<file path="src/rtl/proc_trace_pkg.sv">
// proc_trace_pkg: shared capture FSM states, record layout and record width helper
package proc_trace_pkg;
  typedef enum logic [1:0] {IDLE, PRIME, RUN} state_t;
  localparam int ACC_LSB = 0;
  localparam int EXT_LSB = 8;
  localparam int CB_BIT  = 16;
  localparam int TS_LSB  = 17;
  function automatic int rec_w(input int ts_w);
    return ts_w + TS_LSB;
  endfunction
endpackage

</file>
<file path="src/rtl/trace_fifo.sv">
// trace_fifo: synchronous first-word-fall-through FIFO with occupancy counter
module trace_fifo #(
  parameter int DEPTH = 16,
  parameter int W = 25
) (
  input  logic clk,
  input  logic rst,
  input  logic push,
  input  logic pop,
  input  logic [W-1:0] wdata,
  output logic [W-1:0] rdata,
  output logic full,
  output logic empty,
  output logic [$clog2(DEPTH):0] count
);
  localparam int AW = $clog2(DEPTH);
  logic [W-1:0] mem [DEPTH];
  logic [AW-1:0] wp, rp;
  logic do_push, do_pop;
  assign do_pop = pop & !empty;
  assign do_push = push & (!full | do_pop);
  assign full = count == (AW+1)'(DEPTH);
  assign empty = count == '0;
  assign rdata = empty ? '0 : mem[rp];
  // pointers wrap naturally; count tracks push/pop independently
  always_ff @(posedge clk) begin
    if (rst) begin
      wp <= '0;
      rp <= '0;
      count <= '0;
    end else begin
      if (do_push) wp <= wp + 1'b1;
      if (do_pop) rp <= rp + 1'b1;
      count <= count + (AW+1)'(do_push) - (AW+1)'(do_pop);
    end
  end
  // storage array, contents are don't-care while empty
  always_ff @(posedge clk) begin
    if (do_push) mem[wp] <= wdata;
  end
endmodule

</file>
<file path="src/rtl/proc_trace_capture.sv">
// proc_trace_capture: timestamps changes of ACC/EXT/CB into a FIFO with pause backpressure
module proc_trace_capture
  import proc_trace_pkg::*;
#(
  parameter int DEPTH = 16,
  parameter int TS_W = 8,
  parameter int HI_WM = DEPTH - 2,
  parameter int LO_WM = DEPTH / 2
) (
  input  logic clk,
  input  logic rst,
  input  logic [7:0] ACC,
  input  logic [7:0] EXT,
  input  logic CB,
  input  logic en,
  output logic pause,
  output logic rd_valid,
  input  logic rd_ready,
  output logic [TS_W+16:0] rd_data,
  output logic [$clog2(DEPTH):0] count,
  output logic overflow,
  input  logic clr_ovf
);
  localparam int CW = $clog2(DEPTH) + 1;
  localparam int RW = rec_w(TS_W);
  state_t state, nxt_state;
  logic [16:0] last, trip;
  logic [TS_W-1:0] delta, rec_ts;
  logic changed, keep, rec_v, pop, push_ok, full, empty;
  logic [CW-1:0] nxt_cnt;
  logic [RW-1:0] rec;
  assign trip = {CB, EXT, ACC};
  assign changed = trip != last;
  assign keep = (delta + 1'b1) == '1;
  assign rec = {rec_ts, trip};
  assign rd_valid = !empty;
  assign pop = rd_valid & rd_ready;
  assign push_ok = rec_v & (!full | pop);
  assign nxt_cnt = count + CW'(push_ok) - CW'(pop);
  // next state and record generation; a RUN record always carries delta+1
  always_comb begin
    nxt_state = !en ? IDLE : state == IDLE ? PRIME : RUN;
    rec_v = state == PRIME || (state == RUN && (changed || keep));
    rec_ts = state == RUN ? delta + 1'b1 : '0;
  end
  // state register, last-seen triple and delta timestamp counter
  always_ff @(posedge clk) begin
    if (rst) begin
      state <= IDLE;
      last <= '0;
      delta <= '0;
    end else begin
      state <= nxt_state;
      if (state == PRIME || (state == RUN && changed)) last <= trip;
      if (rec_v) delta <= '0;
      else if (state == RUN) delta <= delta + 1'b1;
    end
  end
  // pause hysteresis on next occupancy; overflow is sticky with set winning over clear
  always_ff @(posedge clk) begin
    if (rst) begin
      pause <= 1'b0;
      overflow <= 1'b0;
    end else begin
      pause <= nxt_cnt >= CW'(HI_WM) ? 1'b1 : nxt_cnt <= CW'(LO_WM) ? 1'b0 : pause;
      overflow <= (rec_v & full & !pop) | (overflow & !clr_ovf);
    end
  end
  trace_fifo #(.DEPTH(DEPTH), .W(RW)) u_fifo (
    .clk(clk),
    .rst(rst),
    .push(push_ok),
    .pop(pop),
    .wdata(rec),
    .rdata(rd_data),
    .full(full),
    .empty(empty),
    .count(count)
  );
endmodule
</file>
<file path="config.mk">
export PLATFORM = sky130hd
export DESIGN_NAME = proc_trace_capture
export DESIGN_NICKNAME = d
export VERILOG_FILES = /design/src/rtl/proc_trace_pkg.sv /design/src/rtl/trace_fifo.sv /design/src/rtl/proc_trace_capture.sv
export SDC_FILE = /design/constraint.sdc
export NUM_CORES = 1
export LEC_CHECK = 0
export ABC_AREA = 1
export CAP_MARGIN = 20
export CORE_MARGIN = 2
export CORE_UTILIZATION = 50
export CTS_CLUSTER_SIZE = 40
export DETAILED_ROUTE_END_ITERATION = 6
export HOLD_SLACK_MARGIN = 0.02
export PLACE_DENSITY = 0.71
export SKIP_LAST_GASP = 1
export SYNTH_ARGS = -nofsm -noshare
export SYNTH_HDL_FRONTEND = slang
export SYNTH_SLANG_ARGS = --single-unit
export TNS_END_PERCENT = 5
</file>
<file path="constraint.sdc">
create_clock -name clk -period 3.8 [get_ports clk]
set_clock_uncertainty 0.05 [all_clocks]
set_input_delay 0.38 -clock clk [delete_from_list [all_inputs] [get_ports clk]]
set_output_delay 0.38 -clock clk [all_outputs]
set_load 0.05 [all_outputs]
</file>
**Word level (Yosys, flattened, before mapping)**

Memories as Yosys holds them, arrays and structs flattened. A register that Yosys moved wholly into a read port is not among the register bits.
Index checks and enable logic that the tools add are counted.

- Flip-flop bits (word level): 42
- RAM bits: 400
- Bits of input ports: 22
- Output and inout bits: 33
- Logic and storage cells: 57
- Memories: 1

Memories:

| name | depth | width | rd ports | clocked after Yosys merged registers in | write ports | RTL line | source |
|---|---|---|---|---|---|---|---|
| u_fifo.mem | 16 | 25 | 1 | 1 | 1 | trace_fifo.sv:17 | `logic [W-1:0] mem [DEPTH];` |

- Add/subtract/negate cells: 7
- Magnitude comparators: 2
- Eq/ne operators: 5
- Multiplexer cells: 9
- Bitwise operators: 11
- Reductions and logical operators: 14

Operator list:

| kind | count |
|---|---|
| 25-bit two-way mux | 1 |
| 17-bit inequality test | 1 |
| 5-bit by 1-bit adder with 5-bit output | 2 |
| 5-bit by 1-bit subtractor with 5-bit output | 2 |
| 4-bit by 1-bit adder with 4-bit output (second input constant) | 2 |
| 8-bit by 1-bit adder with 8-bit output (second input constant) | 1 |
| 8-bit == test (second input constant) | 1 |
| 4-bit two-way mux | 2 |
| 8-bit two-way mux | 1 |
| 1-bit bitwise AND | 7 |
| 5-bit == test (second input constant) | 1 |
| 5-bit by 4-bit greater-or-equal comparator with 1-bit output (second input constant) | 1 |
| 5-bit by 4-bit less-or-equal comparator with 1-bit output (second input constant) | 1 |
| 5-bit zero test | 1 |
| 1-bit zero test | 4 |
| 1-bit two-way mux | 4 |
| 2-bit OR reduction | 2 |
| 1-bit logical OR | 3 |
| 1-bit OR | 3 |
| 2-bit by 1-bit == test with 1-bit output (second input constant) | 1 |
| 2-bit == test (second input constant) | 1 |
| 1-bit logical AND | 2 |
| 2-bit zero test | 1 |
| 2-bit two-way mux | 1 |
| 2 further kinds | 2 |

**Logic depth before layout (Yosys ltp)**

Gate-level depths: netlist of the first run.

- Word-level depth: 11
- Mapped depth: 21
- Gate-level depth less buffers: 21

**Cells and area by module**

A second synthesis of the first run with hierarchy kept.

- Cells, all modules: 1696
- Area, all modules: 18834.3 um2

By module, submodules not included:

| module | times used | cells each | area each (um2) | sequential area each (um2) |
|---|---|---|---|---|
| trace_fifo | 1 | 1435 | 17077.6 | 12351.8 |
| proc_trace_capture | 1 | 261 | 1756.7 | 580.6 |

**Worst setup path after synthesis of the first run**

OpenSTA, ideal clock, no wires.

- Path kind: reg-to-reg
- From: register u_fifo.count[2]
- To: register pause
- Library setup time: 0.119 ns
- Arrival time: 3.254 ns
- Required time: 3.631 ns
- Path slack: 0.377 ns
- Cell stages (with the launch flop): 20
- Buffers on the path: 0
- Clock period less this slack: 3.423 ns
- Path through: dfxtp_1 > inv_1 > ha_1 > nand3_1 > nor2_2 > inv_1 > nand2_1 > clkinv_1 > ha_1 > inv_1 > ha_1 > inv_1 > fa_1 > xnor2_1 > inv_1 > nand3b_1 > nand2_1 > nor2_1 > o31ai_1 > inv_1

- Cells in the longest elaborated chain, start to end: 9
- Elaborated cells between the ends (all ways): 13
- Those cells by class: add/sub: 2; order compare: 2; eq/ne: 1; mux: 1; bitwise: 3; reduce/logical: 4

Ends and longest elaborated chain:

| element | RTL line | source |
|---|---|---|
| from (decl) | trace_fifo.sv:14 | `output logic [$clog2(DEPTH):0] count` |
| from (signal assigned) | trace_fifo.sv:34 | `count <= count + (AW+1)'(do_push) - (AW+1)'(do_pop);` |
| 5-bit zero test (*) | trace_fifo.sv:23 | `assign empty = count == '0;` |
| 1-bit zero test (*) | proc_trace_capture.sv:36 | `assign rd_valid = !empty;` |
| via rd_valid | proc_trace_capture.sv:17 | `output logic rd_valid,` |
| 1-bit bitwise AND (*) | proc_trace_capture.sv:37 | `assign pop = rd_valid & rd_ready;` |
| 1-bit OR | proc_trace_capture.sv:38 | `assign push_ok = rec_v & (!full \| pop);` |
| 1-bit bitwise AND | proc_trace_capture.sv:38 |  |
| 5-bit by 1-bit adder with 5-bit output | proc_trace_capture.sv:39 | `assign nxt_cnt = count + CW'(push_ok) - CW'(pop);` |
| 5-bit by 1-bit subtractor with 5-bit output (*) | proc_trace_capture.sv:39 |  |
| 5-bit by 4-bit greater-or-equal comparator with 1-bit output or 5-bit by 4-bit less-or-equal comparator with 1-bit output (tied branches) | proc_trace_capture.sv:65 | `pause <= nxt_cnt >= CW'(HI_WM) ? 1'b1 : nxt_cnt <= CW'(LO_WM) ? 1'b0 : pause;` |
| 1-bit two-way mux or 2-bit nonzero test (tied branches) | -- |  |
| to (signal assigned) | proc_trace_capture.sv:65 |  |
| to (decl) | proc_trace_capture.sv:16 | `output logic pause,` |

The timed path passes the listed nets; every way through them passes the cells marked *.
A chain may end at the register's enable or synchronous reset.

==> results.rst, run 1 <==
.. list-table::
   :header-rows: 1

   * - Metric
     - Value
   * - Gate count of the mapped netlist
     - 1464
   * - Synthesized-area fraction occupied by ao, oa, aoi and oai cells
     - 0.1268
   * - Initial DRT Pass Iterations
     - 7
   * - Crit path to
     - rd_data[19]
   * - Number of rows in the core area
     - 69
   * - Final antenna-violating net count
     - 0
   * - Arrival time of data at the critical path endpoint
     - 3080 ps
   * - Clk sink count
     - 446
   * - Comb pwr share
     - 0.281
   * - Number of max-slew violations in the final report
     - 0
   * - Crit end category
     - output port
   * - Critical-path top delay cell
     - dfxtp_4
   * - FF-to-FF setup slack
     - 690 ps
   * - Post-synth net total
     - 1502
   * - Overall routing resource usage
     - 0.2398
   * - Number of distinct library cell variants in the gate-level netlist after synthesis
     - 34
   * - Worst path buffer plus inverter count
     - 2
   * - Area post-placement
     - 0.01959 mm^2
   * - Count of endpoints failing setup in the final report
     - 0
   * - Chip Width
     - 193.8 um
   * - Synth Area in Adders
     - 0.01194
   * - Area of all placed cells without fillers
     - 0.02112 mm^2
   * - Part of the total power dissipated in the clock network
     - 0.319
   * - Violations in the final reports
     - design-rule violations
   * - Clock tree from TritonCTS
     - yes
   * - CTS hold repair buffers
     - 0
   * - Depth of the most critical reg-to-reg path
     - 10
   * - Wire length of the first global-routing pass
     - 69.14 mm
   * - Startpoint of the lowest-slack register-to-register path
     - state[1]
   * - Synth warn
     - 0
   * - Sum of negative setup slack
     - 0 ps
   * - Post-synthesis register bit count
     - 446
   * - Number of instances resized during post-cts repair
     - 0
   * - Share of cells above drive strength 1
     - 0.1213
   * - Switching Power
     - 4.544 mW
   * - Starting Density
     - 0.5066
   * - Reg-to-Reg End
     - u_fifo.mem[11][12]
   * - Die height
     - 193.8 um
   * - Max-cap violation count
     - 0
   * - Critical Path, Cell by Cell
     - buf_4 > o21ai_0 > o22ai_1 > nor2_1 > nor2_1 > o21ai_0 > a21oi_1 > buf_4
   * - Cell-internal power
     - 9.409 mW
   * - Peak supply drop
     - 0.0006491 V
   * - Mux contribution to synthesized area
     - 0
   * - Remaining design rule violation count
     - 1
   * - Xor and xnor area share after synthesis
     - 0.006805
   * - Maximum number of pins on one net before global-route repair
     - 73
   * - Combinational family with the most area after synthesis
     - compound AO/OA/AOI/OAI gates
   * - Mean Syn Cell Area
     - 12.31 um^2
   * - Max Fanout on Critical Path
     - 52
   * - Max transition margin
     - 0.2358
   * - Number of hold violations in the final report
     - 0
   * - Power per cell area
     - 660.8 mW/mm^2
   * - Static leakage power
     - 7.079 nW
   * - Result of the run
     - finished with violations
   * - Routed length per placed instance
     - 22.31 um
   * - Total Routed Length
     - 45.22 mm
   * - Clock-pin slew reported for the worst setup and hold paths after clock tree synthesis
     - 60 ps
   * - Category of the critical setup timing path
     - reg2out
   * - Vias after detailed routing
     - 12050
   * - Max stage delay on crit path
     - 710 ps
   * - GPL Wtd Cong
     - 0.8104
   * - Port Buffer Count
     - 54
   * - Cell family contributing the most delay on the critical path
     - buffers and inverters
   * - Clock Path Buffers
     - 3
   * - Sequential area share after synthesis
     - 0.7177
   * - Unrepaired setup endpoints after global routing
     - false
   * - Transition at the pin with the smallest max-transition slack
     - 1144 ps
   * - Final layout net count
     - 1567
   * - Sequential cell fraction of total power
     - 0.400
   * - Instance count along the most critical hold path
     - 3
   * - Via density per instance
     - 5.945
   * - Via count of the first global-routing pass
     - 11720
   * - Number of stages on the worst setup path
     - 8
   * - Growth of design area from synthesis to finish
     - 17.20%
   * - Buffer count from post-CTS setup fixing
     - 0
   * - Overall die area
     - 0.03757 mm^2
   * - Root Driver
     - clkbuf_16
   * - Core footprint
     - 0.03557 mm^2
   * - Post-detail-place hpwl
     - 24.81 mm
   * - Inserted Clock Buffers
     - 45
   * - Number of placed I/O pins
     - 55
   * - Post-synthesis instance area
     - 0.01802 mm^2
   * - H-tree Lvls
     - 2
   * - Hold Path Class
     - in2reg
   * - Diode insertion count for antenna repair
     - 0
   * - Final worst-path cycle share
     - 0.9247
   * - Clk Latency, worst-skew pair
     - 550 ps
   * - Initial antenna violation count
     - 0
   * - Global route total overflow
     - 0
   * - Fraction of power spent switching nets
     - 0.3257
   * - Achievable clock frequency
     - 284.6 MHz
   * - Data required time at the worst endpoint
     - 3370 ps
   * - Min Tclk post-route
     - 3514 ps
   * - Initial DRC Count
     - 1303
   * - Simple-gate share of the synthesized area
     - 0.1011
   * - CP Launch Type
     - flop
## tightest hold or removal path: stages
cell,delay [ps]
clkdlybuf4s50_1,410
inv_1,90
nor4_1,50
## synthesized netlist by cell type
| cell type | number | share of area |
|---|---|---|
| nand4_1 | 4 | 0.0014 |
| fa_1 | 2 | 0.0022 |
| o21ai_0 | 222 | 0.062 |
| nor4_1 | 1 | 0.00035 |
| nand3_2 | 4 | 0.0022 |
| o22ai_1 | 28 | 0.0097 |
| a31oi_1 | 2 | 0.00069 |
| nor2_2 | 3 | 0.0010 |
| xor2_1 | 4 | 0.0019 |
| buf_4 | 4 | 0.0017 |
| clkinv_1 | 2 | 0.00042 |
| nor2_1 | 272 | 0.057 |
| a21oi_1 | 61 | 0.017 |
| inv_1 | 65 | 0.014 |
| nor3_1 | 3 | 0.00083 |
| inv_8 | 1 | 0.00062 |
| clkbuf_1 | 68 | 0.014 |
| nand2_1 | 87 | 0.018 |
| o31ai_1 | 1 | 0.00042 |
| ha_1 | 14 | 0.0097 |
| o21ai_1 | 7 | 0.0019 |
| xnor2_1 | 10 | 0.0049 |
| dfxtp_1 | 46 | 0.051 |
| nand3_4 | 1 | 0.00097 |
| o21bai_1 | 1 | 0.00042 |
| nand2_4 | 5 | 0.0031 |
| inv_2 | 1 | 0.00021 |
| o221ai_1 | 72 | 0.035 |
| edfxtp_1 | 400 | 0.67 |
| nand3b_1 | 2 | 0.00083 |
| nor2_4 | 2 | 0.0012 |
| nand3_1 | 49 | 0.014 |
| nand2_2 | 2 | 0.00069 |
| buf_2 | 18 | 0.0050 |
## per-stage QoR
step	hold WS, ps	setup WS [ps]	total power, mW	utilization	instances
after floorplan	370.0	377.3	8.107	-	1464
after global routing	402.1	137.0	14.50	0.5937	2027
after CTS	377.8	325.3	13.98	0.5933	2026
after detailed placement	405.8	505.3	9.582	0.5508	1942
after global placement	382.0	551.4	9.520	0.5508	1942
final	387.3	286.3	13.95	0.5937	2027
## power by group through the flow
stage / clock [mW] / combinational (mW) / sequential (mW)
3_3_place_gp: 0 / 3.84 / 5.69
5_1_grt: 4.67 / 4.22 / 5.60
6_report: 4.44 / 3.93 / 5.58
4_1_cts: 4.47 / 3.92 / 5.59
3_5_place_dp: 0 / 3.89 / 5.69
2_1_floorplan: 0 / 2.43 / 5.67
## registers in the layout (all words and copies together), names as in the netlist, named ones only
name          cells
delta             8
last             17
overflow          1
pause             1
state             2
u_fifo.count      5
u_fifo.mem      400
u_fifo.rp         4
u_fifo.wp         4
## placed cells by master (no fill, tap or decap), types with 2 or more instances in the layout
cell	instances
clkdlybuf4s50_1	29
edfxtp_1	400
nor2_2	2
clkbuf_1	14
bufinv_16	2
fa_1	2
a21oi_1	61
buf_4	49
clkbuf_8	14
nor2_1	256
inv_1	63
a31oi_1	2
nor2_4	19
nand3_2	4
buf_12	29
xnor2_1	10
o221ai_1	72
nand4_1	4
o22ai_1	28
nand2_4	5
nand2_1	87
clkinv_2	7
dfxtp_1	43
nand2_2	2
nor3_1	3
nand3_1	49
xor2_1	4
nand3b_1	2
o21ai_0	222
inv_2	3
dfxtp_2	2
o21ai_1	7
clkbuf_16	47
ha_1	14
## worst min path at each step
| stage | slack (ps) | end | start |
|---|---|---|---|
| after floorplan | 370 | state[0] | state[1] |
| after global placement | 380 | state[0] | state[1] |
| after detailed placement | 410 | state[0] | state[1] |
| after CTS | 380 | state[0] | en |
| after global routing | 400 | state[0] | en |
| final | 390 | state[0] | en |
## metal layers
| metal | track usage | up-vias | part of all wire |
|---|---|---|---|
| met2 | 0.3811 | 603 | 0.47 |
| met4 | 0.07997 | 0 | 0.027 |
| met5 | 0 | - | 0 |
| met1 | 0.3337 | 5880 | 0.41 |
| li1 | - | 5477 | - |
| met3 | 0.04853 | 91 | 0.091 |
## kinds of logic after synthesis
logic type               Yosys count
flip-flops                       446
AND/OR/NAND/NOR                  435
AO/OA/AOI/OAI                    394
buffers and inverters            159
adder cells (fa/ha/maj)           16
XOR/XNOR                          14
## layout make-up
cell class / instances / area, um^2
flip-flops and latches: 446 / 12940
clock buffers: 74 / 1408
multi-input cells: 859 / 4569
fillers: 2744 / 14450
well taps: 461 / 576.8
inverters: 69 / 269.0
clock inverters: 10 / 103.9
repair buffers: 108 / 1252
Note: power is estimated with default switching activity, not from simulation.
==> run 2: changes to the inputs <==
--- a/constraint.sdc
+++ b/constraint.sdc
@@ -4,2 +4,2 @@
 set_output_delay 0.38 -clock clk [all_outputs]
-set_load 0.05 [all_outputs]
+set_load 0.005 [all_outputs]
==> run 2 against run 1 <==
The flow now finishes without violations. Sequential share of layout area is 0.68 points higher. Sequential power is 0.9% lower. Setup slack worse by 46 ps. Die area stayed put. Combinational power is 23% lower. Clock power is 6.5% lower. Global-route usage is 0.25 points lower. Design area is 1.1% lower. Critical path depth is 2 lower. Critical endpoint is now rd_data[8]. Largest cell class unchanged. Highest routed layer unchanged.
==> results.rst, run 2 (synthesized netlist as in run 1, its figures left out) <==
.. list-table::
   :header-rows: 1

   * - Metric
     - Value
   * - Final cell count without fillers
     - 2019 (-0.39%)
   * - Initial antenna violation count
     - 0 (unchanged)
   * - Crit end category
     - output port
   * - Footprint of the flip-flops and latches
     - 0.01294 mm^2 (unchanged)
   * - Initial DRT Pass Iterations
     - 6 (-1)
   * - Part of the total power dissipated in the clock network
     - 0.327 (+0.008)
   * - Final worst hold slack
     - 382.0 ps (-5.231 ps)
   * - Final layout net count
     - 1561 (-0.38%)
   * - Flip-flop count of the largest register after layout
     - 400 (unchanged)
   * - Die height
     - 193.8 um (unchanged)
   * - Number of placed I/O pins
     - 55 (unchanged)
   * - Capture endpoint of the worst hold path
     - state[0]
   * - Chip Width
     - 193.8 um (unchanged)
   * - Starting Density
     - 0.5066 (unchanged)
   * - Critical-path top delay cell
     - dfxtp_4
   * - Number of hold violations in the final report
     - 0 (unchanged)
   * - Core occupancy in the finished layout
     - 0.5872 (-0.006542)
   * - Worst path buffer plus inverter count
     - 2 (unchanged)
   * - Switching Power
     - 3.713 mW (-18%)
   * - Overall power of the completed layout
     - 12.69 mW (-9.1%)
   * - Max Fanout on Critical Path
     - 101 (+94%)
   * - Clock Path Buffers
     - 3 (unchanged)
   * - Sum of negative setup slack
     - 0 ps (unchanged)
   * - Via count of the first global-routing pass
     - 11680 (-0.29%)
   * - Result of the run
     - complete, no violations
   * - CP Launch Type
     - flop
   * - Cell family contributing the most delay on the critical path
     - buffers and inverters
   * - Biggest registers after layout
     - u_fifo.mem: 400 flops, last: 17 flops, delta: 8 flops
   * - Comb pwr share
     - 0.237 (-0.044)
   * - Remaining design rule violation count
     - 0 (-1)
   * - Achievable clock frequency
     - 280.9 MHz (-1.3%)
   * - Area of all placed cells without fillers
     - 0.02089 mm^2 (-1.1%)
   * - Overall routing resource usage
     - 0.2373 (-0.002532)
   * - Depth of the most critical reg-to-reg path
     - 18 (+8)
   * - Max-cap violation count
     - 0 (unchanged)
   * - Min Tclk post-route
     - 3560 ps (+45.90 ps)
   * - Final Worst Setup Slack
     - 240.4 ps (-45.90 ps)
   * - Data required time at the worst endpoint
     - 3370 ps (about the same)
   * - Final antenna-violating net count
     - 0 (unchanged)
   * - Overall die area
     - 0.03757 mm^2 (unchanged)
   * - Clk Latency, worst-skew pair
     - 550 ps (about the same)
   * - Diode insertion count for antenna repair
     - 0 (unchanged)
   * - Arrival time of data at the critical path endpoint
     - 3130 ps (+50 ps)
   * - Max stage delay on crit path
     - 630 ps (-80 ps)
   * - Post-detail-place hpwl
     - 24.18 mm (-2.5%)
   * - Power per cell area
     - 607.4 mW/mm^2 (-8.1%)
   * - Static leakage power
     - 6.913 nW (-2.3%)
   * - Category of the critical setup timing path
     - reg2out
   * - Port Buffer Count
     - 54 (unchanged)
   * - Buffer count from post-CTS setup fixing
     - 0 (unchanged)
   * - Share of cells above drive strength 1
     - 0.09820 (-0.02313)
   * - Total Routed Length
     - 44.95 mm (-0.59%)
   * - FF-to-FF setup slack
     - 620 ps (-70 ps)
   * - Highest-count cells in the layout ignoring fill and taps
     - 400 x edfxtp_1, 256 x nor2_1, 222 x o21ai_0
   * - Global route total overflow
     - 0 (unchanged)
   * - Hold Path Class
     - in2reg
   * - Via density per instance
     - 5.999 (+0.90%)
   * - Clk sink count
     - 446 (unchanged)
   * - Instance count along the most critical hold path
     - 3 (unchanged)
   * - Fraction of power spent switching nets
     - 0.2927 (-0.03298)
   * - Vias after detailed routing
     - 12110 (+0.51%)
   * - Clock-pin slew reported for the worst setup and hold paths after clock tree synthesis
     - 60 ps (about the same)
   * - Placed insts
     - 1937 (-0.26%)
   * - Min-Delay Startpoint
     - en
   * - Transition at the pin with the smallest max-transition slack
     - 1103 ps (-40.65 ps)
   * - Root Driver
     - clkbuf_16
   * - Number of fill cells
     - 2770 (+0.95%)
   * - Sequential cell fraction of total power
     - 0.436 (+0.036)
   * - Number of rows in the core area
     - 69 (unchanged)
   * - Wire length of the first global-routing pass
     - 68.70 mm (-0.64%)
   * - Inserted Clock Buffers
     - 44 (-2.2%)
   * - Cell-internal power
     - 8.973 mW (-4.6%)
   * - Area of combinational cells with multiple inputs
     - 0.004569 mm^2 (unchanged)
   * - Post-placement setup slack
     - 452.7 ps (-52.63 ps)
   * - Max transition margin
     - 0.2629 (+0.02717)
   * - Commonest non-fill, non-tap cell in the layout
     - edfxtp_1
   * - Startpoint of the lowest-slack register-to-register path
     - state[1]
   * - Routed length per placed instance
     - 22.26 um (-0.19%)
   * - GPL Wtd Cong
     - 0.7919 (-2.3%)
   * - Count of endpoints failing setup in the final report
     - 0 (unchanged)
   * - Most flop-heavy register
     - u_fifo.mem
   * - H-tree Lvls
     - 2 (unchanged)
   * - Clock tree from TritonCTS
     - yes
   * - Final worst-path cycle share
     - 0.9367 (+0.01208)
   * - Reg-to-Reg End
     - pause
   * - Peak supply drop
     - 0.0003353 V (-48%)
   * - Unrepaired setup endpoints after global routing
     - false
   * - Core footprint
     - 0.03557 mm^2 (unchanged)
   * - Maximum number of pins on one net before global-route repair
     - 102 (+40%)
   * - Initial DRC Count
     - 1514 (+16%)
   * - Growth of design area from synthesis to finish
     - 15.91%
   * - Number of max-slew violations in the final report
     - 0 (unchanged)
   * - Critical Path, Cell by Cell
     - buf_12 > o21ai_0 > o221ai_1 > nand3_1 > a21oi_1 > clkdlybuf4s50_1
   * - Area post-placement
     - 0.01949 mm^2 (-0.51%)
run 2: changes by cell type in the layout (fill, tap and decap cells not counted):
cell	change
inv_6	+2
clkinvlp_4	+3
clkdlybuf4s50_1	+25
inv_4	-1
buf_4	-19
clkinv_2	-2
bufinv_16	-1
clkbuf_1	-4
clkinv_1	+8
clkbuf_16	-2
clkbuf_8	-8
buf_12	-10
inv_8	+1
run 2: layout make-up:
| cell class | instances | share of cell area |
|---|---|---|
| Clock inverter | 20 | 0.006530 |
| Tap cell | 461 | 0.02762 |
| Sequential cell | 446 | 0.6195 |
| Multi-Input combinational cell | 859 | 0.2188 |
| Inverter | 69 | 0.01300 |
| Clock buffer | 61 | 0.05967 |
| Timing Repair Buffer | 103 | 0.05488 |
run 2: how the worst max path moves through the flow:
stage	startpoint	endpoint	slack, ps	depth (start not counted)
floorplan	delta[0]	u_fifo.mem[11][0]	770	11
global placement	EXT[2]	pause	510	22
detailed placement	EXT[2]	pause	450	22
CTS	flop	rd_data[22]	140	9
global route	flop	rd_data[8]	100	6
finish	flop	rd_data[8]	240	6
run 2: worst register-to-register path, cell delays in order (launching register included):
cell      delay [ps]
dfxtp_1          360
inv_1             70
nor2_2           270
nand2_1          150
nor2_4           330
nand3_2          180
nand3_4          160
nand2_4           90
inv_1             70
ha_1             180
inv_1             70
fa_1             400
xnor2_1          140
inv_1             80
nand3b_1          90
nand2_1           70
nor2_1            50
o31ai_1          220
inv_1             50
run 2: timing repair:
| action | CTS | global route |
|---|---|---|
| gates resized for setup | 0 | 1 |
| hold endpoints to repair | 0 | 0 |
| endpoints found under the setup margin | 0 | 1 |
| hold buffers | 0 | 0 |
run 2: metal layers:
layer,GRT usage,up-vias,wire length [um]
met1,0.3399,5941,18770
met2,0.3769,619,21010
met4,0.07997,0,1248
met5,0,-,0
met3,0.03357,84,3922
li1,-,5468,-
run 2: power groups by stage:
stage	registers, mW	logic (mW)	clock network, mW
2_1_floorplan	5.58	1.74	0
5_1_grt	5.54	3.30	4.38
3_3_place_gp	5.63	2.90	0
3_5_place_dp	5.63	2.98	0
4_1_cts	5.53	2.99	4.20
6_report	5.53	3.01	4.15
